===== config.mk =====
export PLATFORM = sky130hd
export DESIGN_NAME = uart_fifo
export DESIGN_NICKNAME = d
export VERILOG_FILES = /design/src/rtl/uart_fifo.sv
export SDC_FILE = /design/constraint.sdc
export NUM_CORES = 1
export LEC_CHECK = 0
export ABC_AREA = 1
export CAP_MARGIN = 20
export CORE_AREA = 2 2 202 284
export CTS_CLUSTER_DIAMETER = 50
export DETAILED_ROUTE_END_ITERATION = 16
export DIE_AREA = 0 0 204 286
export GPL_TIMING_DRIVEN = 1
export PLACE_DENSITY_LB_ADDON = 0.08
export SLEW_MARGIN = 20
export SYNTH_ARGS = -nofsm -noshare
export SYNTH_HDL_FRONTEND = slang
export SYNTH_HIERARCHICAL = 1
export SYNTH_SLANG_ARGS = --single-unit

===== constraint.sdc =====
create_clock -name clk -period 3.5 [get_ports clk]
set_input_delay 0.525 -clock clk [delete_from_list [all_inputs] [get_ports clk]]
set_output_delay 0.525 -clock clk [all_outputs]
set_load 0.01 [all_outputs]

===== src/rtl/uart_fifo.sv =====
// UART with TX and RX FIFOs: 8N1-style framing, optional parity, sticky error flags.
// Latency: tx falls one clock after a byte lands in an empty TX FIFO; RX bytes appear one clock after the stop-bit sample.
// Backpressure: tx_wr ignored while tx_full, rx_rd ignored while rx_empty; received bytes dropped (overrun) when RX FIFO is full.

// Show-ahead circular buffer; extra pointer MSB distinguishes full from empty.
module uart_fifo_buf #(
    parameter int W     = 8,
    parameter int DEPTH = 16
) (
    input  logic         clk,
    input  logic         rst,
    input  logic         wr,
    input  logic [W-1:0] wdata,
    input  logic         rd,
    output logic [W-1:0] rdata,
    output logic         full,
    output logic         empty
);
    localparam int AW = $clog2(DEPTH);

    logic [AW:0]  wr_ptr_q, wr_ptr_d;
    logic [AW:0]  rd_ptr_q, rd_ptr_d;
    logic [W-1:0] mem_q [DEPTH];
    logic         push;
    logic         pop;

    // Occupancy flags and guarded push/pop
    always_comb begin
        empty    = (wr_ptr_q == rd_ptr_q);
        full     = (wr_ptr_q[AW] != rd_ptr_q[AW]) && (wr_ptr_q[AW-1:0] == rd_ptr_q[AW-1:0]);
        push     = wr && !full;
        pop      = rd && !empty;
        wr_ptr_d = push ? wr_ptr_q + {{AW{1'b0}}, 1'b1} : wr_ptr_q;
        rd_ptr_d = pop  ? rd_ptr_q + {{AW{1'b0}}, 1'b1} : rd_ptr_q;
        rdata    = empty ? '0 : mem_q[rd_ptr_q[AW-1:0]];
    end

    // Pointer registers
    always_ff @(posedge clk or posedge rst) begin
        if (rst) begin
            wr_ptr_q <= '0;
            rd_ptr_q <= '0;
        end else begin
            wr_ptr_q <= wr_ptr_d;
            rd_ptr_q <= rd_ptr_d;
        end
    end

    // Storage array; contents are don't-care until written
    always_ff @(posedge clk) begin
        if (push) mem_q[wr_ptr_q[AW-1:0]] <= wdata;
    end
endmodule

module uart_fifo #(
    parameter int CLK_DIV    = 868,
    parameter int DATA_BITS  = 8,
    parameter int FIFO_DEPTH = 16,
    parameter int PARITY_EN  = 0,
    parameter int PARITY_ODD = 0
) (
    input  logic                 clk,
    input  logic                 rst,
    input  logic                 rx,
    output logic                 tx,
    input  logic [DATA_BITS-1:0] tx_data,
    input  logic                 tx_wr,
    output logic                 tx_full,
    output logic [DATA_BITS-1:0] rx_data,
    input  logic                 rx_rd,
    output logic                 rx_empty,
    output logic                 busy,
    output logic [2:0]           err,
    input  logic                 err_clr
);
    localparam logic [15:0] DIV_M1   = 16'(CLK_DIV - 1);
    localparam logic [15:0] HALF     = 16'(CLK_DIV / 2);
    localparam logic [2:0]  LAST_BIT = 3'(DATA_BITS - 1);
    localparam logic        PEN      = (PARITY_EN != 0);
    localparam logic        ODD      = (PARITY_ODD != 0);

    typedef enum logic [2:0] {
        S_IDLE   = 3'd0,
        S_START  = 3'd1,
        S_DATA   = 3'd2,
        S_PARITY = 3'd3,
        S_STOP   = 3'd4
    } state_t;

    // ---------------- TX path ----------------
    state_t                 tx_state_q, tx_state_d;
    logic [15:0]            tx_cnt_q, tx_cnt_d;
    logic [2:0]             tx_bit_q, tx_bit_d;
    logic [DATA_BITS-1:0]   tx_shift_q, tx_shift_d;
    logic                   tx_par_q, tx_par_d;
    logic                   tx_q, tx_d;
    logic                   tx_pop;
    logic                   tx_empty;
    logic [DATA_BITS-1:0]   tx_head;
    logic                   tx_bit_end;

    uart_fifo_buf #(.W(DATA_BITS), .DEPTH(FIFO_DEPTH)) u_tx_fifo (
        .clk   (clk),
        .rst   (rst),
        .wr    (tx_wr),
        .wdata (tx_data),
        .rd    (tx_pop),
        .rdata (tx_head),
        .full  (tx_full),
        .empty (tx_empty)
    );

    assign tx_bit_end = (tx_cnt_q == DIV_M1);

    // TX next state; STOP chains straight into START so queued frames leave without a gap
    always_comb begin
        tx_state_d = tx_state_q;
        case (tx_state_q)
            S_IDLE:   if (!tx_empty) tx_state_d = S_START;
            S_START:  if (tx_bit_end) tx_state_d = S_DATA;
            S_DATA:   if (tx_bit_end && tx_bit_q == LAST_BIT) tx_state_d = PEN ? S_PARITY : S_STOP;
            S_PARITY: if (tx_bit_end) tx_state_d = S_STOP;
            S_STOP:   if (tx_bit_end) tx_state_d = tx_empty ? S_IDLE : S_START;
            default:  tx_state_d = S_IDLE;
        endcase
    end

    // TX datapath: bit timer, shifter, FIFO pop on frame load, registered line level
    always_comb begin
        tx_pop     = 1'b0;
        tx_bit_d   = tx_bit_q;
        tx_shift_d = tx_shift_q;
        tx_par_d   = tx_par_q;
        tx_cnt_d   = (tx_state_q == S_IDLE || tx_bit_end) ? 16'd0 : tx_cnt_q + 16'd1;
        if (tx_state_d == S_START && tx_state_q != S_START) begin
            tx_pop     = 1'b1;
            tx_shift_d = tx_head;
            tx_par_d   = (^tx_head) ^ ODD;
            tx_bit_d   = 3'd0;
        end else if (tx_state_q == S_DATA && tx_bit_end) begin
            tx_shift_d = tx_shift_q >> 1;
            tx_bit_d   = tx_bit_q + 3'd1;
        end
        case (tx_state_d)
            S_START:  tx_d = 1'b0;
            S_DATA:   tx_d = tx_shift_d[0];
            S_PARITY: tx_d = tx_par_d;
            default:  tx_d = 1'b1;
        endcase
    end

    // TX state and datapath registers
    always_ff @(posedge clk or posedge rst) begin
        if (rst) begin
            tx_state_q <= S_IDLE;
            tx_cnt_q   <= '0;
            tx_bit_q   <= '0;
            tx_shift_q <= '0;
            tx_par_q   <= 1'b0;
            tx_q       <= 1'b1;
        end else begin
            tx_state_q <= tx_state_d;
            tx_cnt_q   <= tx_cnt_d;
            tx_bit_q   <= tx_bit_d;
            tx_shift_q <= tx_shift_d;
            tx_par_q   <= tx_par_d;
            tx_q       <= tx_d;
        end
    end

    assign tx   = tx_q;
    assign busy = (tx_state_q != S_IDLE) || !tx_empty;

    // ---------------- RX path ----------------
    state_t                 rx_state_q, rx_state_d;
    logic [15:0]            rx_cnt_q, rx_cnt_d;
    logic [2:0]             rx_bit_q, rx_bit_d;
    logic [DATA_BITS-1:0]   rx_shift_q, rx_shift_d;
    logic                   rx_par_q, rx_par_d;
    logic                   rx_push_q, rx_push_d;
    logic [DATA_BITS-1:0]   rx_byte_q, rx_byte_d;
    logic                   sync1_q, sync2_q, rx_prev_q;
    logic [2:0]             err_q, err_d;
    logic                   rx_full;
    logic                   rx_sample;
    logic                   rx_bit_end;
    logic                   frame_set, parity_set, overrun_set;

    uart_fifo_buf #(.W(DATA_BITS), .DEPTH(FIFO_DEPTH)) u_rx_fifo (
        .clk   (clk),
        .rst   (rst),
        .wr    (rx_push_q),
        .wdata (rx_byte_q),
        .rd    (rx_rd),
        .rdata (rx_data),
        .full  (rx_full),
        .empty (rx_empty)
    );

    assign rx_sample  = (rx_cnt_q == HALF);
    assign rx_bit_end = (rx_cnt_q == DIV_M1);

    // RX next state; leaving at the stop-bit sample re-arms edge detection for the next frame
    always_comb begin
        rx_state_d = rx_state_q;
        case (rx_state_q)
            S_IDLE:   if (!sync2_q && rx_prev_q) rx_state_d = S_START;
            S_START:  if (rx_sample && sync2_q) rx_state_d = S_IDLE;
                      else if (rx_bit_end) rx_state_d = S_DATA;
            S_DATA:   if (rx_bit_end && rx_bit_q == LAST_BIT) rx_state_d = PEN ? S_PARITY : S_STOP;
            S_PARITY: if (rx_bit_end) rx_state_d = S_STOP;
            S_STOP:   if (rx_sample) rx_state_d = S_IDLE;
            default:  rx_state_d = S_IDLE;
        endcase
    end

    // RX datapath: mid-bit sampling, frame/parity checks, staged push, sticky errors
    always_comb begin
        rx_bit_d    = rx_bit_q;
        rx_shift_d  = rx_shift_q;
        rx_par_d    = rx_par_q;
        rx_push_d   = 1'b0;
        rx_byte_d   = rx_byte_q;
        frame_set   = 1'b0;
        parity_set  = 1'b0;
        // The detection cycle is the first low cycle of the start bit, so count from 1
        if (rx_state_q == S_IDLE)
            rx_cnt_d = (rx_state_d == S_START) ? 16'd1 : 16'd0;
        else if (rx_state_d == S_IDLE || rx_bit_end)
            rx_cnt_d = 16'd0;
        else
            rx_cnt_d = rx_cnt_q + 16'd1;
        if (rx_state_q == S_IDLE)
            rx_bit_d = 3'd0;
        if (rx_state_q == S_DATA && rx_sample)
            rx_shift_d = {sync2_q, rx_shift_q[DATA_BITS-1:1]};
        if (rx_state_q == S_DATA && rx_bit_end)
            rx_bit_d = rx_bit_q + 3'd1;
        if (rx_state_q == S_PARITY && rx_sample)
            rx_par_d = sync2_q;
        if (rx_state_q == S_STOP && rx_sample) begin
            if (!sync2_q)
                frame_set = 1'b1;
            else if (PEN && (rx_par_q != ((^rx_shift_q) ^ ODD)))
                parity_set = 1'b1;
            else begin
                rx_push_d = 1'b1;
                rx_byte_d = rx_shift_q;
            end
        end
        overrun_set = rx_push_q && rx_full;
        err_d       = (err_clr ? 3'b000 : err_q) | {overrun_set, frame_set, parity_set};
    end

    // RX synchroniser, state and datapath registers
    always_ff @(posedge clk or posedge rst) begin
        if (rst) begin
            sync1_q    <= 1'b1;
            sync2_q    <= 1'b1;
            rx_prev_q  <= 1'b1;
            rx_state_q <= S_IDLE;
            rx_cnt_q   <= '0;
            rx_bit_q   <= '0;
            rx_shift_q <= '0;
            rx_par_q   <= 1'b0;
            rx_push_q  <= 1'b0;
            rx_byte_q  <= '0;
            err_q      <= 3'b000;
        end else begin
            sync1_q    <= rx;
            sync2_q    <= sync1_q;
            rx_prev_q  <= sync2_q;
            rx_state_q <= rx_state_d;
            rx_cnt_q   <= rx_cnt_d;
            rx_bit_q   <= rx_bit_d;
            rx_shift_q <= rx_shift_d;
            rx_par_q   <= rx_par_d;
            rx_push_q  <= rx_push_d;
            rx_byte_q  <= rx_byte_d;
            err_q      <= err_d;
        end
    end

    assign err = err_q;
endmodule


* Yosys cells after proc, flatten, opt, wreduce, memory -nomap -nowiden *
Memory sizes are Yosys's and may differ from the RTL's.
Index checks and enable logic that the tools add are counted.

operators by class
  add/subtract/negate cells = 8
  $mul = 0
  div/mod/pow operators = 0
  $lt $le $gt $ge = 0
  equal/unequal tests = 24
  shifts and indexed selects = 0
  muxes and demuxes = 38
  bitwise logic cells = 1
  reduce and logical (&&, ||, !) cells = 32

operators with widths
  cell                   number
  $mux 16                3
  $mux 3                 16
  $add 16x1->16 const B  2
  $eq 16x10->1 const B   2
  $mux 8                 4
  $pmux 3 s5             2
  $add 5x1->5 const B    4
  $eq 3x2->1 const B     6
  $eq 16x9->1 const B    1
  $logic_and 1x1->1      16
  $eq 3x1->1 const B     4
  $eq 3x3->1 const B     4
  $mux 1                 12
  $eq 5x5->1             2
  $logic_not 3->1        3
  $eq 4x4->1             2
  $reduce_xor 8->1       1
  $add 3x1->3 const B    2
  $logic_not 1->1        5
  $reduce_bool 2->1      2
  $logic_or 1x1->1       3
  $ne 3x1->1 const B     1
  $or 3x3->3             1
  $pmux 1 s3             1
  other kinds (3)        4

word-level totals
  register bits after elaboration = 97
  latch bits = 0
  memory bits (writable) = 256
  ROM bits = 0
  input port bits = 14
  memories = 2

memory list
  name             words  bits a word  rd ports  clocked after Yosys merged registers in  write ports  line  text
  u_rx_fifo.mem_q  16     8            1         0                                        1            23    logic [W-1:0] mem_q [DEPTH];
  u_tx_fifo.mem_q  16     8            1         0                                        1            23

* Logic depth before layout (Yosys ltp) *
Gate-level depths: netlist of the first run.

  depth after elaboration = 8
  depth in mapped cells = 18

* Modules after synthesis *
The synthesis of the first run kept the hierarchy.

by module, submodules not included
  module         instances  cells each  area each (um^2)
  uart_fifo_buf  2          646         6289.8
  uart_fifo      1          492         3996.3

* Worst setup path before layout of the first run *
OpenSTA, ideal clock, no wires.

  kind = register -> register
  from = register u_tx_fifo.rd_ptr_q[0]
  to = register tx_par_q
  setup time = 119 ps
  arrival = 2079 ps
  required time = 3381 ps
  slack = 1302 ps
  cell stages (with the launch flop) = 17
  path buffers = 3
  path through = dfrtp_1 -> buf_2 -> inv_2 -> buf_4 -> buf_2 -> nand2_1 -> nand2_1 -> nand2_1 -> nand3_1 -> nand3_1 -> a21oi_1 -> xor2_1 -> xor2_1 -> nand2_1 -> nand2_1 -> nand4_1 -> and2_1

on the way
  elaborated cells on any way between the ends = 11

RTL lines
  what                                               line  text
  start, declared                                    22    logic [AW:0] rd_ptr_q, rd_ptr_d;
  start signal, assigned                             45    rd_ptr_q <= rd_ptr_d;
  $mem_v2 16x8 / $eq 5x5->1 (equally long branches)  --
  $mux 8 (*)                                         35    rdata = empty ? '0 : mem_q[rd_ptr_q[AW-1:0]];
  via tx_head[7]                                     99    logic [DATA_BITS-1:0] tx_head;
  $reduce_xor 8->1 (*)                               138   tx_par_d = (^tx_head) ^ ODD;
  $mux 1 (*)                                         135   if (tx_state_d == S_START && tx_state_q != S_START) begin
  via tx_par_d                                       95    logic tx_par_q, tx_par_d;
  end signal, assigned                               166   tx_par_q <= tx_par_d;
  end, declared                                      95

Mark *: on every way through the listed nets, which the timed path passes. The rest lies on a longest branch.
A chain may end at the register's enable or synchronous reset.

* Final worst setup path of the first run *
  from = register u_rx_fifo.rd_ptr_q[0]
  to = output rx_data[0]

on the way
  word-level cells in the longest chain between the ends = 2
  elaborated cells on any way between the ends = 3

ends and longest elaborated chain
  what                                               line  text
  start, declared                                    22
  start signal, assigned                             45
  $mem_v2 16x8 / $eq 5x5->1 (equally long branches)  --
  $mux 8 (*)                                         35
  end, declared                                      69    output logic [DATA_BITS-1:0] rx_data,

Every way passes the cells marked *; elsewhere a longest branch is shown, timed or not.

==> flow_metrics.py, run 1 <==
metrics = {
    "outcome": {
        "outcome": "finished clean",
    },
    "clock_network": {
        "cts_tree": "built",
        "hold_buffers": 0,
        "htreeDepth": 2,
        "cts_made_buffers": 43,
        "clock_latency_ns": 0.57,
        "cts_resized": 0,
        "cts.sinks": 352,
        "clock_path_buffers": 3,
        "post_cts_buffers": 0,
        "cts.clk_slew.worst_paths_ns": 0.06,
        "root_buffer": "clkbuf_16",
    },
    "synth": {
        "synth_top_area_share": 0.4638,
        "yosys_warnings": 6,
        "ys_types": 51,
        "synthMostInstantiatedCell": "nand2_1",
        "avgSynthCellArea_um2": 9.291,
        "synthFlopType": "edfxtp_1",
        "async_reset_ff_frac": 0.2727,
        "yosys.area.top_type": "edfxtp_1",
        "syn_inst": 1784,
        "synthTopCellsByCount": "624 x nand2_1, 257 x inv_1, 256 x edfxtp_1",
        "synth_edf_count": 256,
        "yosys-top-cells-area": "edfxtp_1 46%, nand2_1 14%, dfrtp_1 14%",
        "ys_ff_latch": 352,
        "seq_area_frac_synth": 0.6090,
        "synth_nets": 1815,
        "mappedNetlistArea_um2": 16580,
    },
    "timing": {
        "clock_skew_ns": 0.02035,
        "maxSlewHeadroom": 0.3310,
        "max_slew.worst_pin.slew_ns": 1.000,
        "setup_viol_count_final": 0,
        "rsz0062_at_grt": "false",
        "drv_slew": 0,
        "hold_violations": 0,
        "finalSetupTns_ns": 0,
        "min_period_ns": 3.217,
        "fin_crit_sh": 0.9191,
        "fmax_mhz": 310.9,
    },
    "pwr": {
        "power_leakage_nw": 8.313,
        "total_power_w": 0.01224,
        "p_int_w": 0.008344,
        "seqPwrFrac": 0.405,
        "pwr-share-comb": 0.234,
        "clkPwrFrac": 0.361,
        "power_density_nw_per_um2": 642.8,
        "p_sw_frac": 0.3186,
        "switchingPower_w": 0.003901,
        "vdd_drop_max_mv": 0.6400,
    },
    "placement": {
        "place.gp.congestion": 0.8130,
        "port_buffers": 27,
        "place_area_um2": 17670,
        "hpwlAfterDp_um": 30490,
    },
    "worst_setup_path": {
        "reg2reg_slack_ns": 0.77,
        "critical_path_arrival_ns": 2.69,
        "cp-end-kind": "primary output",
        "startpoint_type": "register",
        "crit_required_ns": 2.97,
        "rr_worst_depth": 14,
        "cp_max_fo": 32,
        "rr_startpoint": "u_tx_fifo/rd_ptr_q[2]",
        "timing.rr.end": "u_tx_fifo/rd_ptr_q[2]",
        "crit_type": "register to primary output",
    },
    "finish": {
        "final_core_util": 0.3406,
        "fin_area_um2": 19050,
        "antenna_cells": 0,
        "final_nets": 1853,
        "area_delta_synth_final_pct": 14.92,
        "layout-drive-gt1-share": 0.08968,
    },
    "grt": {
        "grt-ovfl-total": 0,
        "grt.total_usage": 0.1563,
        "grt_max_degree": 69,
        "grt_pass1_vias": 11660,
        "grt_pass1_wl_um": 68970,
        "grt_antenna_before_repair": 0,
    },
    "min_path": {
        "min_from": "sync1_q",
        "min_to": "sync2_q",
        "hold_path_depth": 0,
        "hold_class": "register to register",
    },
    "detailed_routing": {
        "routedWlPerCell_um": 17.21,
        "drc_errors": 0,
        "num_vias": 11400,
        "drt_iter0_drc": 508,
        "firstDrtPassIters": 5,
        "viasPerCell": 4.408,
        "postRouteAntennaNets": 0,
        "routed_wirelength_um": 44500,
    },
    "floorplan": {
        "coreArea_um2": 55930,
        "pin_count": 29,
        "die_h_um": 286,
        "num_rows": 103,
        "die_area_um2": 58340,
        "die_width_um": 204,
        "initial_core_util": 0.2964,
    },
    "flow_run": {
        "maxCapViolCount": 0,
    },
}
critical path, stage by stage (launching register included):
cell and delay (ns):
dfrtp_2 0.42, inv_2 0.08, buf_4 0.35, nand2_1 0.09, nand2_1 0.07, nand2_1 0.05
nand3_1 0.10, nand3_1 0.18, a21oi_1 0.21, clkdlybuf4s50_1 0.56
metal layers:
metal | GRT usage | wire length (µm) | vias to the layer above
met3 | 0.02461 | 1301 | 71
met4 | 0.05254 | 1343 | 0
met1 | 0.1738 | 17690 | 5428
li1 | - | - | 5745
met5 | 0 | 0 | -
met2 | 0.2989 | 24170 | 155
per-stage QoR:
stage	hold WS (ns)	instances	worst slack, ns
global placement	0.3483	2512	0.7698
global route	0.3466	2586	0.06439
floorplan	0.3452	1784	1.043
CTS	0.3321	2586	0.1874
finish	0.3612	2586	0.2830
detailed placement	0.3517	2512	0.7660
state kept, by name (all words and copies together) (netlist names), 5 cells and up:
name / cells
rx_cnt_q: 16
u_rx_fifo/rd_ptr_q: 5
u_tx_fifo/wr_ptr_q: 5
rx_shift_q: 8
u_rx_fifo/mem_q: 128
rx_byte_q: 8
tx_shift_q: 8
tx_cnt_q: 16
u_rx_fifo/wr_ptr_q: 5
u_tx_fifo/rd_ptr_q: 5
u_tx_fifo/mem_q: 128
layout make-up:
cell class	instances	area, µm²
clock buffers	58	1175
clock inverters	16	200.2
fillers	5794	36880
inverters	272	1023
multi-input cells	1103	5154
flip-flops and latches	352	10100
well taps	735	919.6
repair buffers	50	479.2
worst max-delay path by stage:
stage | start | end | slack (ns) | depth (start not counted)
6_report | u_rx_fifo/rd_ptr_q[0] | rx_data[0] | 0.28 | 9
5_1_grt | u_rx_fifo/rd_ptr_q[0] | rx_data[0] | 0.06 | 9
4_1_cts | u_rx_fifo/rd_ptr_q[0] | rx_data[0] | 0.19 | 8
3_5_place_dp | u_tx_fifo/rd_ptr_q[2] | u_tx_fifo/rd_ptr_q[2] | 0.77 | 14
3_3_place_gp | u_tx_fifo/rd_ptr_q[2] | u_tx_fifo/rd_ptr_q[0] | 0.77 | 14
2_1_floorplan | rst | err[1] | 1.04 | 1
kinds of logic after synthesis:
logic type	synth area share
adder cells (fa/ha/maj)	0.01283
XOR/XNOR	0.02008
buffers and inverters	0.08009
AO/OA/AOI/OAI	0.02227
multiplexers	0.0006039
other	0.0002262
flip-flops	0.6090
AND/OR/NAND/NOR	0.2549
layout by cell type, fill, tap and decap left out, types with 23 or more instances in the layout:
cell	instances
dfrtp_1	90
nand2_1	624
nor2_1	70
edfxtp_1	256
nor2_2	40
nand3_1	191
xor2_1	28
clkbuf_16	45
o21ai_0	31
inv_1	256
a21oi_1	23
clkdlybuf4s50_1	26
power groups by stage:
| stage | Clock (W) | Combinational [W] | Sequential (W) |
|---|---|---|---|
| 2_1_floorplan | 0 | 0.00213 | 0.00495 |
| 3_3_place_gp | 0 | 0.00294 | 0.00505 |
| 3_5_place_dp | 0 | 0.00293 | 0.00505 |
| 4_1_cts | 0.00457 | 0.00294 | 0.00497 |
| 5_1_grt | 0.00473 | 0.00329 | 0.00500 |
| 6_report | 0.00442 | 0.00286 | 0.00497 |
Note: power is estimated with default switching activity, not from simulation.
==> inputs of run 2 (changes only) <==
==> constraint.sdc (replaced) <==
create_clock -name clk -period 3 [get_ports clk]
set_input_delay 0.45 -clock clk [delete_from_list [all_inputs] [get_ports clk]]
set_output_delay 0.45 -clock clk [all_outputs]
set_load 0.01 [all_outputs]
==> run 2 against run 1 <==
Effect of this change: first-iteration DRC count increased by 9.8%; worst setup slack got worse by 0.16 ns; power increased by 16%; register-to-register slack got worse by 0.39 ns; largest cell class unchanged; critical path depth decreased by 3; routed wire length decreased by 4.8%; clock skew increased by 0.0024 ns; via count increased by 0.25%; critical path type unchanged; utilization increased by 0.32 points; clock power increased by 15%; flip-flop and latch count unchanged; die area unchanged.
==> flow_metrics.py, run 2 (synthesized netlist as in run 1, its figures left out) <==
metrics = {
    "detailed_routing": {
        "routed_wirelength_um": 42360,
        "postRouteAntennaNets": 0,
        "viasPerCell": 4.398,
        "drt_iter0_drc": 558,
        "drc_errors": 0,
        "routedWlPerCell_um": 16.30,
        "num_vias": 11430,
        "firstDrtPassIters": 5,
    },
    "timing": {
        "finalWorstSetupSlack_ns": 0.1234,
        "rsz0062_at_grt": "false",
        "maxSlewHeadroom": 0.3553,
        "setup_viol_count_final": 0,
        "fmax_mhz": 347.6,
        "drv_slew": 0,
        "hold_ws_ns": 0.2908,
        "clock_skew_ns": 0.02278,
        "max_slew.worst_pin.slew_ns": 0.9635,
        "min_period_ns": 2.877,
        "fin_crit_sh": 0.9589,
        "hold_violations": 0,
    },
    "pwr": {
        "power_density_nw_per_um2": 738.5,
        "total_power_w": 0.01420,
        "vdd_drop_max_mv": 0.4486,
        "power_leakage_nw": 8.489,
    },
    "finish": {
        "fillerInstances": 5818,
        "final_nets": 1862,
        "final_core_util": 0.3438,
        "mostFrequentLayoutCell": "nand2_1",
        "mostFrequentLayoutCells": "624 x nand2_1, 256 x inv_1, 256 x edfxtp_1",
        "antenna_cells": 0,
        "layout-drive-gt1-share": 0.09930,
        "fin_area_um2": 19230,
        "area_delta_synth_final_pct": 16.01,
    },
    "min_path": {
        "hold_path_depth": 1,
        "min_from": "rx",
        "min_to": "sync1_q",
        "hold_class": "primary input to register",
    },
    "floorplan": {
        "initial_core_util": 0.2964,
        "coreArea_um2": 55930,
        "num_rows": 103,
        "pin_count": 29,
        "die_h_um": 286,
        "die_area_um2": 58340,
        "die_width_um": 204,
    },
    "flow_run": {
        "maxCapViolCount": 0,
    },
    "clock_network": {
        "cts.sinks": 352,
        "cts.clk_slew.worst_paths_ns": 0.06,
        "root_buffer": "clkbuf_16",
        "cts_made_buffers": 42,
        "clock_latency_ns": 0.56,
        "cts_tree": "built",
        "htreeDepth": 2,
        "clock_path_buffers": 3,
        "hold_buffers": 0,
    },
    "worst_setup_path": {
        "timing.rr.end": "u_rx_fifo/mem_q[9][0]",
        "reg2reg_slack_ns": 0.38,
        "rr_startpoint": "u_rx_fifo/rd_ptr_q[0]",
        "cp_max_fo": 24,
        "rr_worst_depth": 7,
        "critical_path_arrival_ns": 2.43,
        "startpoint_type": "register",
        "crit_required_ns": 2.55,
        "crit_type": "register to primary output",
        "cp-end-kind": "primary output",
    },
    "grt": {
        "grt_antenna_before_repair": 0,
        "grt_pass1_wl_um": 66560,
        "grt_max_degree": 67,
        "grt-ovfl-total": 0,
        "grt_pass1_vias": 11680,
        "grt.total_usage": 0.1478,
    },
    "placement": {
        "hpwlAfterDp_um": 28640,
        "port_buffers": 27,
        "place.gp.congestion": 0.7864,
        "place_area_um2": 17760,
        "pre_cts_slack_ns": 0.3384,
    },
    "outcome": {
        "outcome": "finished clean",
    },
}
run 2: where the power goes:
group          internal [W]  switching, W  total (W)  leakage (nW)
clock network       0.00299       0.00210    0.00510         0.666
logic               0.00115       0.00218    0.00332          4.51
registers           0.00554      0.000241    0.00578          3.31
total               0.00968       0.00452     0.0142          8.49
run 2: repair_timing:
item,CTS,global route
endpoints found under the setup margin,10,5
pin swaps,0,1
setup buffers,0,3
cloned,0,1
resized for setup,16,7
run 2: area by class of cell:
cell class / count / area, µm² / area share
timing repair buffer: 60 / 618.1 / 0.03214
tap: 735 / 919.6 / 0.04782
clock inverter: 22 / 222.7 / 0.01158
multi-input combinational: 1103 / 5176 / 0.2692
sequential: 352 / 10100 / 0.5252
inverter: 272 / 1042 / 0.05420
clock buffer: 54 / 1151 / 0.05986
run 2: per-stage QoR:
stage                TNS, ns  cells
finish                     0   2598
global route               0   2598
CTS                 -0.05566   2594
detailed placement         0   2518
global placement           0   2518
floorplan                  0   1784
run 2: layer usage:
layer | GRT usage | wire (µm)
met1 | 0.1706 | 17380
met2 | 0.2728 | 22220
met3 | 0.02267 | 1271
met4 | 0.05580 | 1492
met5 | 0 | 0
run 2: worst max-delay path by stage:
stage / startpoint / end / slack [ns]
floorplan: rst / err[1] / 0.62
global placement: u_tx_fifo/rd_ptr_q[2] / u_tx_fifo/rd_ptr_q[1] / 0.33
detailed placement: u_tx_fifo/rd_ptr_q[2] / u_tx_fifo/rd_ptr_q[0] / 0.34
CTS: u_rx_fifo/rd_ptr_q[0] / rx_data[2] / -0.03
global route: u_rx_fifo/rd_ptr_q[0] / rx_empty / 0.009
finish: u_rx_fifo/rd_ptr_q[0] / rx_empty / 0.12
run 2: critical path, stage by stage (launching register included):
cell,delay [ns]
dfrtp_2,0.47
buf_12,0.20
xor2_1,0.18
nor2_2,0.19
nand3b_4,0.15
inv_6,0.12
clkdlybuf4s50_1,0.54
